<file path="src/rtl/config_port_arbiter.sv">
// Arbitrates the fabric configuration word port between the UART source (src0) and the
// parallel host source (src1), granting whole sessions framed by ComActive.
module config_port_arbiter #(
  parameter int IDLE_TIMEOUT  = 1024,
  parameter int TIMEOUT_WIDTH = 16,
  parameter int DROP_WIDTH    = 8
) (
  input  logic                  CLK,
  input  logic                  resetn,
  input  logic                  src0_active,
  input  logic                  src0_strobe,
  input  logic [31:0]           src0_data,
  input  logic                  src1_active,
  input  logic                  src1_strobe,
  input  logic [31:0]           src1_data,
  output logic [31:0]           WriteData,
  output logic                  WriteStrobe,
  output logic                  ComActive,
  output logic [1:0]            grant,
  output logic                  busy,
  output logic [DROP_WIDTH-1:0] drop_count
);

  typedef enum logic [1:0] {
    S_IDLE,
    S_ARM,
    S_OWN,
    S_RELEASE
  } state_t;

  localparam logic [TIMEOUT_WIDTH-1:0] TIMEOUT_LAST = TIMEOUT_WIDTH'(IDLE_TIMEOUT - 1);
  localparam int DSUM_W = DROP_WIDTH + 1;

  state_t                   state_q, state_d;
  logic                     owner_q, owner_d;          // 0 = src0, 1 = src1
  logic                     last_owner_q, last_owner_d;
  logic                     arm_cnt_q, arm_cnt_d;
  logic [TIMEOUT_WIDTH-1:0] idle_cnt_q, idle_cnt_d;

  logic                     owner_active, owner_strobe;
  logic [31:0]              owner_data;
  logic                     fwd0, fwd1, fwd;
  logic                     drop0, drop1;
  logic [DSUM_W-1:0]        drop_sum;
  logic [DROP_WIDTH-1:0]    drop_d;
  logic                     com_d, busy_d;
  logic [1:0]               grant_d;

  always_comb begin
    // NOTE: every signal driven here gets a default first so no path leaves it unassigned,
    // which would otherwise infer a latch.
    state_d      = state_q;
    owner_d      = owner_q;
    last_owner_d = last_owner_q;
    arm_cnt_d    = 1'b0;
    idle_cnt_d   = '0;

    owner_active = owner_q ? src1_active : src0_active;
    owner_strobe = owner_q ? src1_strobe : src0_strobe;
    owner_data   = owner_q ? src1_data   : src0_data;

    fwd0 = (state_q == S_OWN) && !owner_q && src0_strobe;
    fwd1 = (state_q == S_OWN) &&  owner_q && src1_strobe;
    fwd  = fwd0 || fwd1;

    unique case (state_q)
      S_IDLE: begin
        if (src0_active && src1_active) begin
          owner_d = ~last_owner_q;
          state_d = S_ARM;
        end else if (src0_active) begin
          owner_d = 1'b0;
          state_d = S_ARM;
        end else if (src1_active) begin
          owner_d = 1'b1;
          state_d = S_ARM;
        end
      end
      S_ARM: begin
        arm_cnt_d = ~arm_cnt_q;
        if (arm_cnt_q) state_d = S_OWN;
      end
      S_OWN: begin
        idle_cnt_d = owner_strobe ? '0 : idle_cnt_q + TIMEOUT_WIDTH'(1);
        // An owner strobe in the timeout cycle keeps the session alive.
        if (!owner_active || (!owner_strobe && idle_cnt_q == TIMEOUT_LAST))
          state_d = S_RELEASE;
      end
      S_RELEASE: begin
        last_owner_d = owner_q;
        state_d      = S_IDLE;
      end
      default: state_d = S_IDLE;
    endcase

    // Outputs are registered from next-state values so they line up with the state register.
    com_d   = (state_d == S_ARM) || (state_d == S_OWN);
    busy_d  = (state_d != S_IDLE);
    grant_d = (state_d == S_OWN) ? (owner_d ? 2'b10 : 2'b01) : 2'b00;

    drop0    = src0_strobe && !fwd0;
    drop1    = src1_strobe && !fwd1;
    drop_sum = {1'b0, drop_count} + DSUM_W'(drop0) + DSUM_W'(drop1);
    drop_d   = drop_sum[DROP_WIDTH] ? '1 : drop_sum[DROP_WIDTH-1:0];
  end

  // NOTE: sequential state uses non-blocking assignments so every register samples
  // the pre-edge values regardless of statement order.
  always_ff @(posedge CLK or negedge resetn) begin
    if (!resetn) begin
      state_q      <= S_IDLE;
      owner_q      <= 1'b0;
      last_owner_q <= 1'b1;
      arm_cnt_q    <= 1'b0;
      idle_cnt_q   <= '0;
      WriteData    <= '0;
      WriteStrobe  <= 1'b0;
      ComActive    <= 1'b0;
      grant        <= 2'b00;
      busy         <= 1'b0;
      drop_count   <= '0;
    end else begin
      state_q      <= state_d;
      owner_q      <= owner_d;
      last_owner_q <= last_owner_d;
      arm_cnt_q    <= arm_cnt_d;
      idle_cnt_q   <= idle_cnt_d;
      WriteStrobe  <= fwd;
      if (fwd) WriteData <= owner_data;
      ComActive    <= com_d;
      grant        <= grant_d;
      busy         <= busy_d;
      drop_count   <= drop_d;
    end
  end

endmodule

</file>
<file path="config.mk">
export PLATFORM = sky130hd
export DESIGN_NAME = config_port_arbiter
export DESIGN_NICKNAME = d
export VERILOG_FILES = /design/src/rtl/config_port_arbiter.sv
export SDC_FILE = /design/constraint.sdc
export NUM_CORES = 1
export LEC_CHECK = 0
export CAP_MARGIN = 0
export CORE_MARGIN = 2
export CORE_UTILIZATION = 44
export DETAILED_ROUTE_END_ITERATION = 12
export PLACE_DENSITY = 0.9
export SETUP_SLACK_MARGIN = 0.1
export SYNTH_ARGS = -nofsm -noshare
export SYNTH_HDL_FRONTEND = slang
export SYNTH_SLANG_ARGS = --single-unit
</file>
<file path="constraint.sdc">
create_clock -name CLK -period 2.45 [get_ports CLK]
set_input_delay 0.6125 -clock CLK [delete_from_list [all_inputs] [get_ports CLK]]
set_output_delay 0.6125 -clock CLK [all_outputs]
set_load 0.01 [all_outputs]
</file>
==> results.sh, run 1 <==
export IMPL_detailed_place_hpwl_mm=5.458
export IMPL_cts_num_sinks=66
export IMPL_start_util=0.4551
export IMPL_synth_top_family_by_area="simple AND/OR/NAND/NOR gates"
export IMPL_setup_violations=0
export IMPL_muxShareOfSynthArea=0.1141
export IMPL_worstMarginPinSlew_ns=0.5539
export IMPL_grt_pass1_wl_mm=12.08
export IMPL_yosysWarnings=0
export IMPL_avgSynthCellArea_um2=10.31
export IMPL_synth_compound_area_frac=0.08944
export IMPL_busiest_layer="met2"
export IMPL_rsz0062_at_grt="no"
export IMPL_synth_top_area_frac=0.5261
export IMPL_antenna_found_initial=0
export IMPL_die_area_mm2=0.007713
export IMPL_cts_resized=0
export IMPL_grt_use_met1=0.2425
export IMPL_route_vias_total=2616
export IMPL_status="finished, final reports clean"
export IMPL_fin_ws_ns=0.2637
export IMPL_coreArea_mm2=0.006794
export IMPL_hold_violations=0
export IMPL_avgRoutedWirePerCell_um=14.24
export IMPL_synth_seq_area_share=0.5346
export IMPL_fillers=539
export IMPL_cts_root_buf="clkbuf_8"
export IMPL_die_x_um=87.83
export IMPL_setup_tns_ns=0
export IMPL_cts_path_max_buffers=2
export IMPL_synth_area_mm2=0.003092
export IMPL_drc=0
export IMPL_drive_above_1_share=0.08706
export IMPL_synth_cells=300
export IMPL_cp_max_fo=3
export IMPL_place_congestion=0.8579
export IMPL_worstSetupPathType="in -> reg"
export IMPL_synthSimpleGateAreaFrac=0.1692
export IMPL_placed_cell_area_mm2=0.004375
export IMPL_fin_skew_ns=0.005184
export IMPL_grt_pass1_vias=2584
export IMPL_grt_max_degree=66
export IMPL_synth_adder_area_share=0.02266
export IMPL_use_met2=0.3519
export IMPL_portBuffers=114
export IMPL_ctsHtreeMaxLevel=3
export IMPL_power_density_mw_per_mm2=1071
export IMPL_synth_largest_area_cell="dfrtp_1"
export IMPL_ys_ff_latch=66
export IMPL_drtPass1Iterations=4
export IMPL_gr_usage_met3=0.06503
export IMPL_grt_remaining_overflow=0
export IMPL_peakVddDrop_mv=0.6063
export IMPL_diodes=0
export IMPL_holdBufCountCts=0
export IMPL_synth_distinct_cells=37
export IMPL_start_kind="input port"
export IMPL_whs_ns=0.2619
export IMPL_core_rowCount=30
export IMPL_die_height_um=87.83
export IMPL_clk_latency_ns=0.33
export IMPL_maxCapViolations=0
export IMPL_fmax_ghz=0.4574
export IMPL_tritoncts="built"
export IMPL_maxSlewViolCount=0
export IMPL_synth_xor_area_frac=0.03399
export IMPL_clk_pin_slew_worst_paths_ns=0.07
export IMPL_via_per_inst=5.021
export IMPL_cp_required_ns=2.67
export IMPL_final_net_count=496
export IMPL_cts_buffers=9
export IMPL_worstHoldPathType="in -> async"
export IMPL_ios=115
export IMPL_post_route_cell_area_mm2=0.004579
export IMPL_post_cts_buffers=0
export IMPL_worst_setup_path_end_kind="flop"
export IMPL_critPathArrivalTime_ns=2.41
export IMPL_syn_to_final_growth_pct=48.12
export IMPL_grt_use_total=0.2046
export IMPL_relSlewSlack=0.6308
export IMPL_period_share=0.8924
export IMPL_dp_slack_ns=-0.02187
export IMPL_period_needed_ns=2.186
export IMPL_syn_num_nets=375
export IMPL_antenna_left=0
export IMPL_wl_mm=7.418
export IMPL_synth_area_leaders="dfrtp_1 53%, mux2i_1 11%, nor2_1 6.8%, a21oi_1 6.3%, xnor2_1 3.1%"
export IMPL_dr_first_iter_drc_count=117
export IMPL_p_leak_nw=1.968
==> cell families (layout without fill, tap and decap cells) <==
family | after synthesis | in the layout
AOI/OAI and AO/OA | 51 | 51
and+or+nand+nor | 107 | 107
muxes | 35 | 35
adders and majority gates | 5 | 5
xor gates and xnor gates | 12 | 12
DFF | 66 | 66
buffers and inverters | 24 | 149
==> worst max-delay path, cell delays in order <==
cell and delay (ns):
clkdlybuf4s50_1 0.48, nand2_1 0.08, fa_1 0.42, inv_1 0.09, ha_1 0.17, and3_1 0.18
buf_4 0.12, nand2_1 0.05, nor2_1 0.13, nor2_1 0.07
==> area by class of cell <==
class,instances,area [µm²],area share
clock buffer,13,168.9,0.03689
clock inverter,2,35.03,0.007650
inverter,12,45.04,0.009836
multi-input combinational,210,1335,0.2915
sequential,66,1654,0.3612
tap,96,120.1,0.02623
timing repair buffer,122,1221,0.2667
==> placed cells by master, fill, tap and decap left out, types with 2 or more instances in the layout <==
| cell type | synthesis | layout |
|---|---|---|
| clkdlybuf4s50_1 | 0 | 113 |
| dfrtp_1 | 65 | 64 |
| nor2_1 | 56 | 55 |
| a21oi_1 | 39 | 39 |
| mux2i_1 | 33 | 33 |
| nand2_1 | 14 | 14 |
| inv_1 | 12 | 12 |
| clkbuf_8 | 0 | 12 |
| xnor2_1 | 11 | 11 |
| nand3_1 | 6 | 6 |
| buf_4 | 3 | 6 |
| o21ai_0 | 5 | 5 |
| nor2b_1 | 4 | 4 |
| ha_1 | 4 | 4 |
| nor4_1 | 3 | 3 |
| nor3_1 | 3 | 3 |
| and3_1 | 3 | 3 |
| nand2b_1 | 3 | 3 |
| nand4_2 | 2 | 2 |
| nor3_2 | 2 | 2 |
| and2_1 | 2 | 2 |
| mux2_2 | 2 | 2 |
| nand4_1 | 2 | 2 |
| nor2_2 | 2 | 2 |
| nor4_2 | 2 | 2 |
| a31oi_1 | 2 | 2 |
| buf_12 | 0 | 2 |
==> path summary, 6_finish.rpt <==
| check | start | end | slack (ns) | cells after the start |
|---|---|---|---|---|
| worst max register to register | state_q[1] | drop_count[4] | 0.28 | 11 |
| max in group asynchronous | resetn | last_owner_q | 1.52 | 2 |
| worst min-delay path | resetn | grant[0] | 0.26 | 1 |
| min in group CLK | arm_cnt_q | arm_cnt_q | 0.45 | 1 |
| worst max-delay path | src1_strobe | drop_count[4] | 0.26 | 10 |
| worst min register to register | arm_cnt_q | arm_cnt_q | 0.45 | 1 |
==> where the power goes <==
part           switching, mW  internal, mW  total [mW]  leakage (nW)
Clock                  0.387         0.547       0.934         0.106
Sequential             0.290          1.50        1.79         0.792
Combinational          0.979          1.20        2.18          1.07
==> registers in the layout, indices dropped and copies added, names as in the netlist <==
register	count
grant	2
WriteData	32
busy	1
state_q	2
ComActive	1
idle_cnt_q	16
WriteStrobe	1
drop_count	8
owner_q	1
arm_cnt_q	1
last_owner_q	1
==> Yosys cell counts, drive strengths merged <==
| cell type | n |
|---|---|
| a211oi | 1 |
| a21oi | 39 |
| a31o | 1 |
| a31oi | 2 |
| a41o | 1 |
| a41oi | 1 |
| and2 | 2 |
| and3 | 3 |
| and4b | 1 |
| buf | 11 |
| clkbuf | 1 |
| dfrtp | 65 |
| dfstp | 1 |
| fa | 1 |
| ha | 4 |
| inv | 12 |
| mux2 | 2 |
| mux2i | 33 |
| nand2 | 14 |
| nand2b | 3 |
| nand3 | 7 |
| nand4 | 4 |
| nor2 | 58 |
| nor2b | 4 |
| nor3 | 5 |
| nor4 | 5 |
| o21ai | 5 |
| o41ai | 1 |
| or3 | 1 |
| xnor2 | 11 |
| xor2 | 1 |
==> per-stage QoR <==
| step | util | std cells | power, mW |
|---|---|---|---|
| 5_1_grt | 0.6740 | 521 | 5.250 |
| 2_1_floorplan | - | 300 | 2.855 |
| 3_3_place_gp | 0.6440 | 506 | 3.916 |
| 4_1_cts | 0.6740 | 521 | 4.957 |
| 3_5_place_dp | 0.6440 | 506 | 3.994 |
| 6_report | 0.6740 | 521 | 4.906 |
==> routing by layer <==
layer | vias to the layer above | share of wire
li1 | 1267 | -
met1 | 1258 | 0.39
met2 | 82 | 0.53
met3 | 9 | 0.061
met4 | 0 | 0.014
met5 | - | 0
(Power assumes the default switching activity.)
==> inputs of run 2 (changes only) <==
--- a/config.mk
+++ b/config.mk
@@ -9,7 +9,8 @@
 export CORE_MARGIN = 2
 export CORE_UTILIZATION = 44
 export DETAILED_ROUTE_END_ITERATION = 12
-export PLACE_DENSITY = 0.9
+export HOLD_SLACK_MARGIN = 0.12
+export PLACE_DENSITY = 0.91
 export SETUP_SLACK_MARGIN = 0.1
 export SYNTH_ARGS = -nofsm -noshare
 export SYNTH_HDL_FRONTEND = slang
==> run 2 against run 1 <==
Net effect:
- clock skew rose by 0.0075 ns
- cell count up 0.19%
- register-to-register slack improved by 0.02 ns
- setup slack barely moved
- sequential share of layout area down 0.37 points
==> results.sh, run 2 (synthesis results as in run 1) <==
export IMPL_ctsHtreeMaxLevel=3
export IMPL_relSlewSlack=0.6601
export IMPL_grt_use_met1=0.2341
export IMPL_clock_power_share=0.221
export IMPL_cp_max_fo=4
export IMPL_fin_ws_ns=0.2641
export IMPL_cts_resized=0
export IMPL_grt_use_total=0.2009
export IMPL_setup_violations=0
export IMPL_placed_cell_area_mm2=0.004375
export IMPL_diodes=0
export IMPL_cts_root_buf="clkbuf_8"
export IMPL_reg_top3="WriteData x32, idle_cnt_q x16, drop_count x8"
export IMPL_regMostFlops="WriteData"
export IMPL_cp_required_ns=2.69
export IMPL_die_area_mm2=0.007713
export IMPL_tritoncts="built"
export IMPL_place_congestion=0.7939
export IMPL_p_total_mw=5.094
export IMPL_use_met2=0.3464
export IMPL_coreArea_mm2=0.006794
export IMPL_largest_reg_flops=32
export IMPL_final_common_cell="clkdlybuf4s50_1"
export IMPL_whs_ns=0.2386
export IMPL_layout_cells_non_filler=522
export IMPL_maxCapViolations=0
export IMPL_dp_cells=506
export IMPL_post_route_cell_area_mm2=0.004627
export IMPL_dp_slack_ns=-0.08005
export IMPL_internal_power_mw=3.407
export IMPL_fin_util=0.6810
export IMPL_grt_pass1_vias=2680
export IMPL_dr_first_iter_drc_count=75
export IMPL_multi_input_area_mm2=0.001335
export IMPL_ios=115
export IMPL_syn_to_final_growth_pct=49.66
export IMPL_cts_num_sinks=66
export IMPL_die_x_um=87.83
export IMPL_clk_pin_slew_worst_paths_ns=0.08
export IMPL_drc=0
export IMPL_detailed_place_hpwl_mm=5.647
export IMPL_final_net_count=496
export IMPL_gr_usage_met3=0.06221
export IMPL_fin_skew_ns=0.01265
export IMPL_worstMarginPinSlew_ns=0.5099
export IMPL_drtPass1Iterations=4
export IMPL_power_density_mw_per_mm2=1101
export IMPL_pwr_share_comb=0.427
export IMPL_drive_above_1_share=0.09155
export IMPL_seq_area_mm2=0.001654
export IMPL_antenna_found_initial=0
export IMPL_cts_path_max_buffers=2
export IMPL_fmax_ghz=0.4575
export IMPL_die_height_um=87.83
export IMPL_fillers=530
export IMPL_route_vias_total=2622
export IMPL_p_leak_nw=1.981
export IMPL_net_switching_power_mw=1.687
export IMPL_via_per_inst=5.023
export IMPL_peakVddDrop_mv=0.6275
export IMPL_switching_share=0.3311
export IMPL_wl_mm=7.394
export IMPL_cts_buffers=9
export IMPL_grt_remaining_overflow=0
export IMPL_core_rowCount=30
export IMPL_portBuffers=114
export IMPL_worst_setup_path_end_kind="flop"
export IMPL_critPathArrivalTime_ns=2.43
export IMPL_period_share=0.8922
export IMPL_period_needed_ns=2.186
export IMPL_post_cts_buffers=0
export IMPL_maxSlewViolCount=0
export IMPL_seq_power_share=0.352
export IMPL_avgRoutedWirePerCell_um=14.16
export IMPL_hold_violations=0
export IMPL_clk_latency_ns=0.34
export IMPL_rsz0062_at_grt="no"
export IMPL_grt_pass1_wl_mm=12.05
export IMPL_status="finished, final reports clean"
export IMPL_worstSetupPathType="in -> reg"
export IMPL_antenna_left=0
export IMPL_start_kind="input port"
export IMPL_start_util=0.4551
export IMPL_holdBufCountCts=0
export IMPL_grt_max_degree=66
export IMPL_setup_tns_ns=0
export IMPL_worstHoldPathType="in -> async"
export IMPL_busiest_layer="met2"
export IMPL_layout_common_cells="113 x clkdlybuf4s50_1, 64 x dfrtp_1, 55 x nor2_1, 39 x a21oi_1, 33 x mux2i_1"
-- run 2: final cells by class --
type,count,share of cell area
clock buffers,10,0.02975
flip-flops and latches,66,0.3575
well taps,96,0.02596
clock inverters,6,0.02461
inverters,12,0.009735
multi-input cells,210,0.2885
repair buffers,122,0.2639
-- run 2: layer usage --
metal | vias to the layer above | wire, µm
met1 | 1270 | 2904
met2 | 75 | 3835
met4 | 0 | 138
li1 | 1263 | -
met5 | - | 0
met3 | 14 | 515
-- run 2: power by group through the flow --
stage,sequential (mW),combinational [mW],clock [mW]
finish,1.79,2.17,1.13
detailed placement,1.80,2.20,0
global route,1.86,2.38,1.20
floorplan,1.92,0.931,0
CTS,1.80,2.21,1.15
global placement,1.79,2.13,0
-- run 2: worst max-delay path, stage by stage --
cell,delay (ns)
clkdlybuf4s50_1,0.47
o21ai_0,0.11
fa_1,0.42
inv_1,0.10
ha_1,0.17
and3_1,0.21
buf_4,0.13
nand2_1,0.08
o21ai_0,0.12
-- run 2: final timing paths --
| path | start | end | slack, ns | depth (start not counted) |
|---|---|---|---|---|
| hold / removal | resetn | busy | 0.24 | 1 |
| min in group CLK | arm_cnt_q | arm_cnt_q | 0.46 | 1 |
| setup / recovery | src0_strobe | drop_count[5] | 0.26 | 9 |
| max in group asynchronous | resetn | idle_cnt_q[12] | 1.59 | 2 |
| setup reg to reg | state_q[0] | drop_count[5] | 0.30 | 9 |
| hold reg to reg | arm_cnt_q | arm_cnt_q | 0.46 | 1 |
